$ cat config.mk
export PLATFORM = sky130hd
export DESIGN_NAME = exe_dmem_req_flat
export DESIGN_NICKNAME = d
export VERILOG_FILES = /design/src/rtl/exe_dmem_req_pkg.sv /design/src/rtl/exe_dmem_req_if.sv /design/src/rtl/exe_dmem_req_tag_fifo.sv /design/src/rtl/exe_dmem_req.sv /design/src/flat_wrapper.sv
export SDC_FILE = /design/constraint.sdc
export NUM_CORES = 1
export LEC_CHECK = 0
export ABC_CLOCK_PERIOD_IN_PS = 4100
export BUFFER_PORTS_ARGS = -buffer_cell sky130_fd_sc_hd__clkbuf_2
export CAP_MARGIN = 20
export CORE_MARGIN = 8
export CORE_UTILIZATION = 53
export DETAILED_ROUTE_END_ITERATION = 6
export GPL_ROUTABILITY_DRIVEN = 0
export PLACE_DENSITY_LB_ADDON = 0.1
export SLEW_MARGIN = 10
export SYNTH_ARGS = -nofsm -noshare
export SYNTH_HDL_FRONTEND = slang
export SYNTH_SLANG_ARGS = --single-unit
$ cat constraint.sdc
create_clock -name clk -period 4.1 [get_ports clk]
set_input_delay 0.82 -clock clk [delete_from_list [all_inputs] [get_ports clk]]
set_output_delay 0.82 -clock clk [all_outputs]
set_load 0.01 [all_outputs]
$ cat src/rtl/exe_dmem_req_pkg.sv
// ---------------------------------------------------------------------------
// exe_dmem_req_pkg
//   Shared definitions for the EXE-stage data-memory request issuer:
//   memop_type one-hot bit positions, SRAM size codes, the issuer FSM state
//   type, the latched request-field bundle, and the helper that turns a
//   load/store into size/addr/wstrb/wdata.
// ---------------------------------------------------------------------------
package exe_dmem_req_pkg;

    // Bit positions inside memop_type = {right,left,uhalf,half,ubyte,byte,word}
    localparam int MEMOP_W     = 7;
    localparam int MEMOP_WORD  = 0;
    localparam int MEMOP_BYTE  = 1;
    localparam int MEMOP_UBYTE = 2;
    localparam int MEMOP_HALF  = 3;
    localparam int MEMOP_UHALF = 4;
    localparam int MEMOP_LEFT  = 5;
    localparam int MEMOP_RIGHT = 6;

    // data_sram_size encodings
    localparam logic [1:0] SIZE_BYTE = 2'd0;
    localparam logic [1:0] SIZE_HALF = 2'd1;
    localparam logic [1:0] SIZE_WORD = 2'd2;

    typedef enum logic [1:0] {
        ST_IDLE = 2'd0,   // nothing requested for the instruction in EXE
        ST_REQ  = 2'd1,   // req asserted, waiting for addr_ok
        ST_ACPT = 2'd2    // accepted by the bus, waiting for EXE->MEM transfer
    } dreq_state_e;

    typedef struct packed {
        logic        wr;
        logic [1:0]  size;
        logic [31:0] addr;
        logic [3:0]  wstrb;
        logic [31:0] wdata;
    } dreq_fields_t;

    // Builds the bus view of a load/store. lwl/lwr/swl/swr always access the
    // aligned word; the unaligned part is expressed through wstrb/wdata.
    function automatic dreq_fields_t build_req(
        input logic               we,
        input logic [MEMOP_W-1:0] memop,
        input logic [31:0]        vaddr,
        input logic [31:0]        st
    );
        dreq_fields_t f;
        logic [1:0]   a;
        a       = vaddr[1:0];
        f.wr    = we;
        f.size  = SIZE_WORD;
        f.addr  = vaddr;
        f.wstrb = 4'b1111;
        f.wdata = st;
        if (memop[MEMOP_BYTE] | memop[MEMOP_UBYTE]) begin
            f.size  = SIZE_BYTE;
            f.wstrb = 4'b0001 << a;
            f.wdata = {4{st[7:0]}};
        end else if (memop[MEMOP_HALF] | memop[MEMOP_UHALF]) begin
            f.size  = SIZE_HALF;
            f.wstrb = 4'b0011 << a;
            f.wdata = {2{st[15:0]}};
        end else if (memop[MEMOP_LEFT]) begin
            f.addr = {vaddr[31:2], 2'b00};
            case (a)
                2'd0:    f.wstrb = 4'b0001;
                2'd1:    f.wstrb = 4'b0011;
                2'd2:    f.wstrb = 4'b0111;
                default: f.wstrb = 4'b1111;
            endcase
            f.wdata = st >> {2'd3 - a, 3'b000};
        end else if (memop[MEMOP_RIGHT]) begin
            f.addr  = {vaddr[31:2], 2'b00};
            f.wstrb = 4'b1111 << a;
            f.wdata = st << {a, 3'b000};
        end
        if (!we) begin
            f.wstrb = 4'b0000;
        end
        return f;
    endfunction

endpackage

$ cat src/rtl/exe_dmem_req_if.sv
// ---------------------------------------------------------------------------
// exe_dmem_req_if
//   SRAM-like data-memory request/response bundle.
//   master (issuer): drives req, wr, size, addr, wstrb, wdata;
//                    receives addr_ok (request accepted) and data_ok
//                    (oldest outstanding request answered).
//   slave  (bridge): the mirror image.
// ---------------------------------------------------------------------------
interface exe_dmem_req_if;
    logic        req;
    logic        wr;
    logic [1:0]  size;
    logic [31:0] addr;
    logic [3:0]  wstrb;
    logic [31:0] wdata;
    logic        addr_ok;
    logic        data_ok;

    modport master (
        output req, wr, size, addr, wstrb, wdata,
        input  addr_ok, data_ok
    );

    modport slave (
        input  req, wr, size, addr, wstrb, wdata,
        output addr_ok, data_ok
    );
endinterface

$ cat src/rtl/exe_dmem_req_tag_fifo.sv
// ---------------------------------------------------------------------------
// exe_dmem_req_tag_fifo
//   In-order record of accepted-but-unanswered data requests. Each entry is a
//   single cancel bit saying whether the owning instruction was killed.
//   clk, reset        clock, synchronous active-high reset
//   push_i            request accepted (req & addr_ok)
//   push_cancel_i     cancel bit for the entry being pushed
//   pop_i             response returned (data_ok); ignored when empty
//   flush_all_i       kill every entry currently held
//   head_cancel_o     cancel bit of the oldest entry
//   count_o           number of entries held (0..DEPTH)
// ---------------------------------------------------------------------------
module exe_dmem_req_tag_fifo #(
    parameter int DEPTH = 2
) (
    input  logic                   clk,
    input  logic                   reset,
    input  logic                   push_i,
    input  logic                   push_cancel_i,
    input  logic                   pop_i,
    input  logic                   flush_all_i,
    output logic                   head_cancel_o,
    output logic [$clog2(DEPTH):0] count_o
);
    localparam int PTR_W = $clog2(DEPTH);
    localparam int CNT_W = PTR_W + 1;

    logic [DEPTH-1:0] cancel_q;
    logic [PTR_W-1:0] wr_ptr_q, rd_ptr_q;
    logic [CNT_W-1:0] count_q, count_d;
    logic             pop_ok;

    assign pop_ok = pop_i & (count_q != '0);

    always_comb begin
        count_d = count_q;
        case ({push_i, pop_ok})
            2'b10:   count_d = count_q + CNT_W'(1);
            2'b01:   count_d = count_q - CNT_W'(1);
            default: count_d = count_q;
        endcase
    end

    always_ff @(posedge clk) begin
        if (reset) begin
            // NOTE: the tag array is only DEPTH flops, so it is reset with
            // everything else; head_cancel_o is then never unknown.
            cancel_q <= '0;
            wr_ptr_q <= '0;
            rd_ptr_q <= '0;
            count_q  <= '0;
        end else begin
            // Marking empty slots too is harmless: a push rewrites its slot.
            if (flush_all_i) begin
                cancel_q <= '1;
            end
            if (push_i) begin
                cancel_q[wr_ptr_q] <= push_cancel_i;
                wr_ptr_q           <= wr_ptr_q + PTR_W'(1);
            end
            if (pop_ok) begin
                rd_ptr_q <= rd_ptr_q + PTR_W'(1);
            end
            count_q <= count_d;
        end
    end

    assign head_cancel_o = cancel_q[rd_ptr_q];
    assign count_o       = count_q;

endmodule

$ cat src/rtl/exe_dmem_req.sv
// ---------------------------------------------------------------------------
// exe_dmem_req
//   EXE-stage data-memory request issuer. Turns a load/store into an SRAM-like
//   request, flags AdEL/AdES, gates EXE ready_go, and filters responses so
//   MEM only sees data_ok for requests whose instruction is still alive.
//   clk, reset          clock, synchronous active-high reset
//   es_valid            EXE holds a valid instruction
//   ms_allowin          MEM accepts this cycle
//   flush               WB exception/eret, kills EXE and MEM
//   mem_re / mem_we     load / store
//   memop_type          one-hot {right,left,uhalf,half,ubyte,byte,word}
//   exc_in              instruction already carries an older exception
//   vaddr, st_data      effective address, store data (rt)
//   dmem                request bus (master side)
//   ms_data_ok          data_ok of a live request, to MEM
//   es_mem_ready_go     memory contribution to EXE ready_go
//   es_ade_l/es_ade_s   address error on load/store (combinational)
//   es_badvaddr         vaddr when an address error is flagged, else 0
// ---------------------------------------------------------------------------
module exe_dmem_req
    import exe_dmem_req_pkg::*;
#(
    parameter int OUTS_DEPTH = 2
) (
    input  logic                clk,
    input  logic                reset,
    input  logic                es_valid,
    input  logic                ms_allowin,
    input  logic                flush,
    input  logic                mem_re,
    input  logic                mem_we,
    input  logic [MEMOP_W-1:0]  memop_type,
    input  logic                exc_in,
    input  logic [31:0]         vaddr,
    input  logic [31:0]         st_data,
    exe_dmem_req_if.master      dmem,
    output logic                ms_data_ok,
    output logic                es_mem_ready_go,
    output logic                es_ade_l,
    output logic                es_ade_s,
    output logic [31:0]         es_badvaddr
);
    localparam int CNT_W = $clog2(OUTS_DEPTH) + 1;

    dreq_state_e      state_q, state_d;
    logic             killed_q;
    dreq_fields_t     fields_q, fields_d;
    logic [CNT_W-1:0] outs_count;
    logic             head_cancel;
    logic             mem_op, misalign, ade;
    logic             issue, accept;
    logic             push, push_cancel;

    // ---------------- address error detection ----------------
    assign mem_op   = mem_re | mem_we;
    assign misalign = (memop_type[MEMOP_WORD] & (vaddr[1:0] != 2'b00))
                    | ((memop_type[MEMOP_HALF] | memop_type[MEMOP_UHALF]) & vaddr[0]);
    assign es_ade_l    = mem_re & misalign;
    assign es_ade_s    = mem_we & misalign;
    assign ade         = es_ade_l | es_ade_s;
    assign es_badvaddr = ade ? vaddr : 32'h0;

    assign issue  = es_valid & mem_op & ~exc_in & ~ade & ~flush
                  & (outs_count < CNT_W'(OUTS_DEPTH)) & (state_q == ST_IDLE);
    assign accept = (state_q == ST_REQ) & dmem.addr_ok;

    // ---------------- FSM: state register ----------------
    always_ff @(posedge clk) begin
        if (reset) begin
            state_q  <= ST_IDLE;
            killed_q <= 1'b0;
        end else begin
            // NOTE: sequential state uses non-blocking assignment so every
            // flop samples pre-edge values regardless of statement order.
            state_q  <= state_d;
            // A flush cannot retract a pending request; remember it so the
            // entry is tagged dead once the bus accepts it.
            killed_q <= (state_q == ST_REQ) & (killed_q | flush);
        end
    end

    // ---------------- FSM: next state ----------------
    always_comb begin
        // NOTE: default assignment first keeps this block free of latches.
        state_d = state_q;
        unique case (state_q)
            ST_IDLE: if (issue) state_d = ST_REQ;
            ST_REQ: begin
                if (dmem.addr_ok) begin
                    state_d = (killed_q | flush | ms_allowin) ? ST_IDLE : ST_ACPT;
                end
            end
            ST_ACPT: if (ms_allowin | flush) state_d = ST_IDLE;
            default: state_d = ST_IDLE;
        endcase
    end

    // ---------------- FSM: outputs ----------------
    always_comb begin
        dmem.req        = (state_q == ST_REQ);
        push            = accept;
        push_cancel     = killed_q | flush;
        es_mem_ready_go = ~mem_op | exc_in | ade | (state_q == ST_ACPT) | accept;
    end

    // ---------------- request fields ----------------
    // Captured on issue and held untouched while req is up.
    assign fields_d = issue ? build_req(mem_we, memop_type, vaddr, st_data) : fields_q;

    always_ff @(posedge clk) begin
        if (reset) begin
            fields_q <= '0;
        end else begin
            fields_q <= fields_d;
        end
    end

    assign dmem.wr    = fields_q.wr;
    assign dmem.size  = fields_q.size;
    assign dmem.addr  = fields_q.addr;
    assign dmem.wstrb = fields_q.wstrb;
    assign dmem.wdata = fields_q.wdata;

    // ---------------- outstanding tags ----------------
    exe_dmem_req_tag_fifo #(
        .DEPTH (OUTS_DEPTH)
    ) u_tag_fifo (
        .clk           (clk),
        .reset         (reset),
        .push_i        (push),
        .push_cancel_i (push_cancel),
        .pop_i         (dmem.data_ok),
        .flush_all_i   (flush),
        .head_cancel_o (head_cancel),
        .count_o       (outs_count)
    );

    assign ms_data_ok = dmem.data_ok & (outs_count != '0) & ~head_cancel;

endmodule

$ cat src/flat_wrapper.sv
// flat-port wrapper written by rule: the top's interface ports become plain ports
module exe_dmem_req_flat import exe_dmem_req_pkg::*;
#(
    parameter int OUTS_DEPTH = 2
)
  (clk, reset, es_valid, ms_allowin, flush, mem_re, mem_we, memop_type, exc_in, vaddr, st_data, ms_data_ok, es_mem_ready_go, es_ade_l, es_ade_s, es_badvaddr, dmem_req, dmem_wr, dmem_size, dmem_addr, dmem_wstrb, dmem_wdata, dmem_addr_ok, dmem_data_ok);
  exe_dmem_req_if dmem_i ();
  input  logic clk;
  input  logic reset;
  input  logic es_valid;
  input  logic ms_allowin;
  input  logic flush;
  input  logic mem_re;
  input  logic mem_we;
  input  logic [MEMOP_W-1:0] memop_type;
  input  logic exc_in;
  input  logic [31:0] vaddr;
  input  logic [31:0] st_data;
  output logic ms_data_ok;
  output logic es_mem_ready_go;
  output logic es_ade_l;
  output logic es_ade_s;
  output logic [31:0] es_badvaddr;
  output wire logic [$bits(dmem_i.req)-1:0] dmem_req;
  output wire logic [$bits(dmem_i.wr)-1:0] dmem_wr;
  output wire logic [$bits(dmem_i.size)-1:0] dmem_size;
  output wire logic [$bits(dmem_i.addr)-1:0] dmem_addr;
  output wire logic [$bits(dmem_i.wstrb)-1:0] dmem_wstrb;
  output wire logic [$bits(dmem_i.wdata)-1:0] dmem_wdata;
  input wire logic [$bits(dmem_i.addr_ok)-1:0] dmem_addr_ok;
  input wire logic [$bits(dmem_i.data_ok)-1:0] dmem_data_ok;
  assign dmem_req = dmem_i.req;
  assign dmem_wr = dmem_i.wr;
  assign dmem_size = dmem_i.size;
  assign dmem_addr = dmem_i.addr;
  assign dmem_wstrb = dmem_i.wstrb;
  assign dmem_wdata = dmem_i.wdata;
  assign dmem_i.addr_ok = dmem_addr_ok;
  assign dmem_i.data_ok = dmem_data_ok;
  exe_dmem_req #(.OUTS_DEPTH(OUTS_DEPTH)) u_core (.clk(clk), .reset(reset), .es_valid(es_valid), .ms_allowin(ms_allowin), .flush(flush), .mem_re(mem_re), .mem_we(mem_we), .memop_type(memop_type), .exc_in(exc_in), .vaddr(vaddr), .st_data(st_data), .dmem(dmem_i), .ms_data_ok(ms_data_ok), .es_mem_ready_go(es_mem_ready_go), .es_ade_l(es_ade_l), .es_ade_s(es_ade_s), .es_badvaddr(es_badvaddr));
endmodule
Word level (Yosys, flattened, before mapping)
Index checks and enable logic that the tools add are counted.

Flip-flop bits (word level): 80. Bits of input ports: 81. Output and inout bits: 108.

Add/sub/neg operators: 5. Order comparisons: 4. Equality and inequality tests: 9. Shift-type cells: 5. Muxes and demuxes: 25. Bitwise operators: 31. Reductions and logical operators: 7.

Operators with widths (number): 38-bit two-way mux (2); 36-bit two-way mux (2); 32-bit two-way mux (1); 32-bit by 5-bit << shifter with 32-bit output (1); 32-bit by 5-bit >> shifter with 32-bit output (1); 2-bit two-way mux (11); 1-bit bitwise AND (14); 1-bit OR (12); 4-bit case mux with 3 select lines (1); 2-bit by 1-bit == test with 1-bit output (second input constant) (3); 2-bit == test (second input constant) (3); 2-bit by 1-bit inequality test with 1-bit output (second input constant) (3); 2-bit case mux with 3 select lines (1); 2-bit nonzero test (3); 1-bit inverter (5); 2-bit logical NOT (2); 1-bit by 2-bit less-than comparator with 1-bit output (second input constant) (2); 4-bit two-way mux (1); 2-bit case mux with 2 select lines (1); 1-bit by 2-bit << shifter with 4-bit output (first input constant) (1); 2-bit by 2-bit << shifter with 4-bit output (first input constant) (1); 4-bit by 2-bit << shifter with 4-bit output (first input constant) (1); 1-bit two-way mux (3); 3-bit AND reduction (1); 9 further kinds (10).

Depth between registers and ports, before layout
Depth after elaboration: 12. Depth in mapped cells: 9. Mapped depth without buffers: 6.

Cells and area by module
Synthesis repeated with hierarchy kept, for this count alone.

Cell total of the unflattened synthesis: 595. Area total of the unflattened synthesis: 4860.9 µm².

By module, submodules not included: exe_dmem_req (times used 1, cells an instance 568, area an instance 4605.7 µm², seq. area each 1481.4 µm²); exe_dmem_req_tag_fifo (times used 1, cells an instance 27, area an instance 255.2 µm², seq. area each 120.1 µm²).

Worst setup path before layout
No wires, ideal clock.

Path kind: in2out. Start: input port vaddr[1]. End: output port es_badvaddr[0]. Arrival: 2308 ps. Data required time: 3280 ps. Slack: 972 ps. Cell stages on the path: 7. Path buffers: 2. Cells stage by stage: buf_2 clkinv_1 ha_1 o22ai_2 o21a_1 clkbuf_1 and2_1.

Longest elaborated chain between the ends: 6. Elaborated cells between the ends (all ways): 7. Classes of those cells: mux (1); bitwise (5); reduce/logical (1).

RTL lines: start: declaration (RTL line flat_wrapper.sv:17) `input logic [31:0] vaddr;`; 2-bit nonzero test * (RTL line exe_dmem_req.sv:56) `assign misalign = (memop_type[MEMOP_WORD] & (vaddr[1:0] != 2'b00))`; 1-bit bitwise AND * (RTL line exe_dmem_req.sv:56); 1-bit OR * (RTL line exe_dmem_req.sv:57) `| ((memop_type[MEMOP_HALF] | memop_type[MEMOP_UHALF]) & vaddr[0]);`; 1-bit bitwise AND, on equally long branches (RTL line exe_dmem_req.sv:58, exe_dmem_req.sv:59); 1-bit OR * (RTL line exe_dmem_req.sv:60) `assign ade = es_ade_l | es_ade_s;`; 32-bit two-way mux * (RTL line exe_dmem_req.sv:61) `assign es_badvaddr = ade ? vaddr : 32'h0;`; end: declaration (RTL line flat_wrapper.sv:23) `output logic [31:0] es_badvaddr;`.

Mark *: on every way between the ends. The rest lies on a longest branch, timed or not.

Worst setup path in the final report
Start: input port vaddr[0]. End: output port es_badvaddr[11].

Longest elaborated chain between the ends: 6. Elaborated cells between the ends (all ways): 8. Classes of those cells: mux (1); bitwise (6); reduce/logical (1).

RTL lines (RTL line): 2-bit nonzero test (exe_dmem_req.sv:56); 1-bit bitwise AND (exe_dmem_req.sv:56); 1-bit OR * (exe_dmem_req.sv:57); 1-bit bitwise AND, on equally long branches (exe_dmem_req.sv:58, exe_dmem_req.sv:59); 1-bit OR * (exe_dmem_req.sv:60); 32-bit two-way mux * (exe_dmem_req.sv:61).

Marks and branches as above.

==> impl_metrics.tcl <==
set metrics [dict create \
    drtPass1Iterations 6 \
    slew_headroom 0.419 \
    cp-start-kind "input pin" \
    synth_top_flop_cell "dfxtp_1" \
    power.internal_mw 1.22 \
    ys_ff_latch 80 \
    cts.repair.resized 0 \
    whs_ns 0.453 \
    worstSetupEndpointType "output port" \
    synth_enable_flop_cells 0 \
    grt_pass1_wl_um 24100 \
    antenna_cells 0 \
    io_pins 189 \
    drt_iter0_markers 582 \
    wl_per_cell_um 18.1 \
    clock_sinks 80 \
    fp-row-count 34 \
    die_y_um 109 \
    crit_type "in2out" \
    timing.fmax_mhz 286 \
    dpl.hpwl_um 11100 \
    postLayoutCoreUtil 0.664 \
    fill_cells 791 \
    worst_pin_slew_ns 0.870 \
    post_cts_buffers 0 \
    pwr-share-comb 0.196 \
    nNetsFinal 829 \
    syn_inst 587 \
    setup_viol 0 \
    synth_nets 674 \
    leakagePower_nw 2.44 \
    grt_start_max_net_pins 78 \
    drv_slew 0 \
    antenna_found_initial 0 \
    final.period_utilization 0.854 \
    rsz0062_at_grt "false" \
    synth.distinct_cells 56 \
    port_buffers 188 \
    ir_drop_v 0.000156 \
    seq_area_mm2 0.00160 \
    final_cell_mix "188 x clkbuf_2, 92 x a21oi_1, 85 x nand2_1" \
    power_frac_clock 0.337 \
    ant_nets 0 \
    p_per_area_mw_per_mm2 302 \
    cts_buffers 9 \
    syn_area_mm2 0.00459 \
    status "finished clean" \
    clockBufferDepth 2 \
    min_period_ns 3.50 \
    drc 0 \
    overflow 0 \
    min_path_type "reg2reg" \
    grt_pass1_vias 4778 \
    critPathRequiredTime_ns 3.28 \
    initial_core_util 0.537 \
    cts_tree "built" \
    grt_use_total 0.251 \
    die_w_um 109 \
    hold_viol_final 0 \
    r2r_slack_ns 1.79 \
    crit_arrival_ns 2.68 \
    htreeDepth 3 \
    dieArea_mm2 0.0119 \
    critical_path_peak_fanout 32 \
    swShare 0.289 \
    layout_commonest_cell "clkbuf_2" \
    cts_hold_buf 0 \
    drive_above_1_share 0.319 \
    vias 5073 \
    coreArea_mm2 0.00855 \
    syn_avg_cell_area_um2 7.82 \
    clk_latency_ns 0.34 \
    yosysSeqAreaShare 0.349 \
    drv_cap 0 \
    path_clk_slew_ns 0.07 \
    multi_input_area_mm2 0.00272 \
    yosys_warnings 0 \
    via_per_inst 5.94 \
    clock_skew_ns 0.00750 \
    power_switching_mw 0.495 \
    seqPwrFrac 0.467 \
    power.total_mw 1.71 \
    syn_to_final_growth_pct 23.8 \
    fin_setup_tns_ns 0 \
    cts_root_buffer "clkbuf_8" \
    totalWireLength_um 15400 \
    async_reset_ff_frac 0 \
]
per-stage QoR:
stage	setup WS, ns	std cells	cell area, um^2
detailed placement	0.600	839	5490
finish	0.598	854	5680
global route	0.382	854	5680
CTS	0.600	854	5680
floorplan	0.972	587	4590
global placement	0.708	839	5490
state kept, by name (all words and copies together), names as in the netlist:
| name | cells |
|---|---|
| u_core.u_tag_fifo.count_o | 2 |
| u_core.u_tag_fifo.rd_ptr_q | 1 |
| u_core.dmem.wstrb | 4 |
| u_core.u_tag_fifo.cancel_q | 2 |
| u_core.u_tag_fifo.wr_ptr_q | 1 |
| u_core.dmem.addr | 32 |
| u_core.state_q | 2 |
| u_core.dmem.wr | 1 |
| u_core.killed_q | 1 |
| u_core.dmem.size | 2 |
| u_core.dmem.wdata | 32 |
path summary, 6_finish.rpt:
path | startpoint | end | depth (start not counted)
max | vaddr[0] | es_badvaddr[11] | 7
min | u_core.dmem.addr[18]$_SDFFE_PP0P_ | u_core.dmem.addr[18]$_SDFFE_PP0P_ | 2
max reg2reg | u_core.u_tag_fifo.count_o[1]$_SDFFE_PP0P_ | u_core.dmem.wdata[2]$_SDFFE_PP0P_ | 5
min reg2reg | u_core.dmem.addr[18]$_SDFFE_PP0P_ | u_core.dmem.addr[18]$_SDFFE_PP0P_ | 2
per-layer routing:
layer,vias to the layer above,share of wire,global-route usage
li1,2430,-,-
met1,2322,0.39,0.309
met2,287,0.48,0.422
met3,34,0.11,0.0603
met4,0,0.017,0.0762
met5,-,0,0
critical path, cell delays in order:
cell and delay [ns]:
clkbuf_2 0.09, inv_2 0.08, ha_1 0.24, o22ai_2 0.35
o21a_1 0.72, and2_1 0.23, clkbuf_2 0.13
power groups by stage:
stage                     Sequential, mW  Clock, mW  Combinational [mW]
after floorplan                    0.824          0               0.190
after global placement             0.818          0               0.323
after detailed placement           0.819          0               0.330
after CTS                          0.800      0.590               0.331
after global routing               0.803      0.631               0.364
final                              0.800      0.579               0.336
synth_stat cells (all sizes together) (12+ instances only):
master	count	area, um^2
clkbuf	29	109
and2	37	231
a21oi	92	460
nor3	15	91.3
nor2b	13	81.3
o21ai	26	130
a221oi	14	129
buf	22	144
nor2	40	160
dfxtp	80	1600
a211oi	14	105
a22oi	14	105
a222oi	12	120
mux2	13	146
nand2	85	319
final cells by class:
| cell class | count | share of cell area |
|---|---|---|
| multi-input cells | 450 | 0.479 |
| clock buffers | 10 | 0.0242 |
| clock inverters | 5 | 0.0101 |
| flip-flops and latches | 80 | 0.282 |
| repair buffers | 195 | 0.177 |
| inverters | 6 | 0.00396 |
| well taps | 108 | 0.0238 |
logic make-up (layout without fill, tap and decap cells):
family | count (synthesis) | count (layout) | share of synthesized area
fa+ha+maj | 6 | 6 | 0.0164
mux | 23 | 23 | 0.0537
flops | 80 | 80 | 0.349
xor+xnor | 4 | 4 | 0.00764
compound gates | 203 | 203 | 0.284
buf+inv | 57 | 216 | 0.0600
simple gates | 214 | 214 | 0.229
No activity file was read; power rests on OpenSTA's default activity.
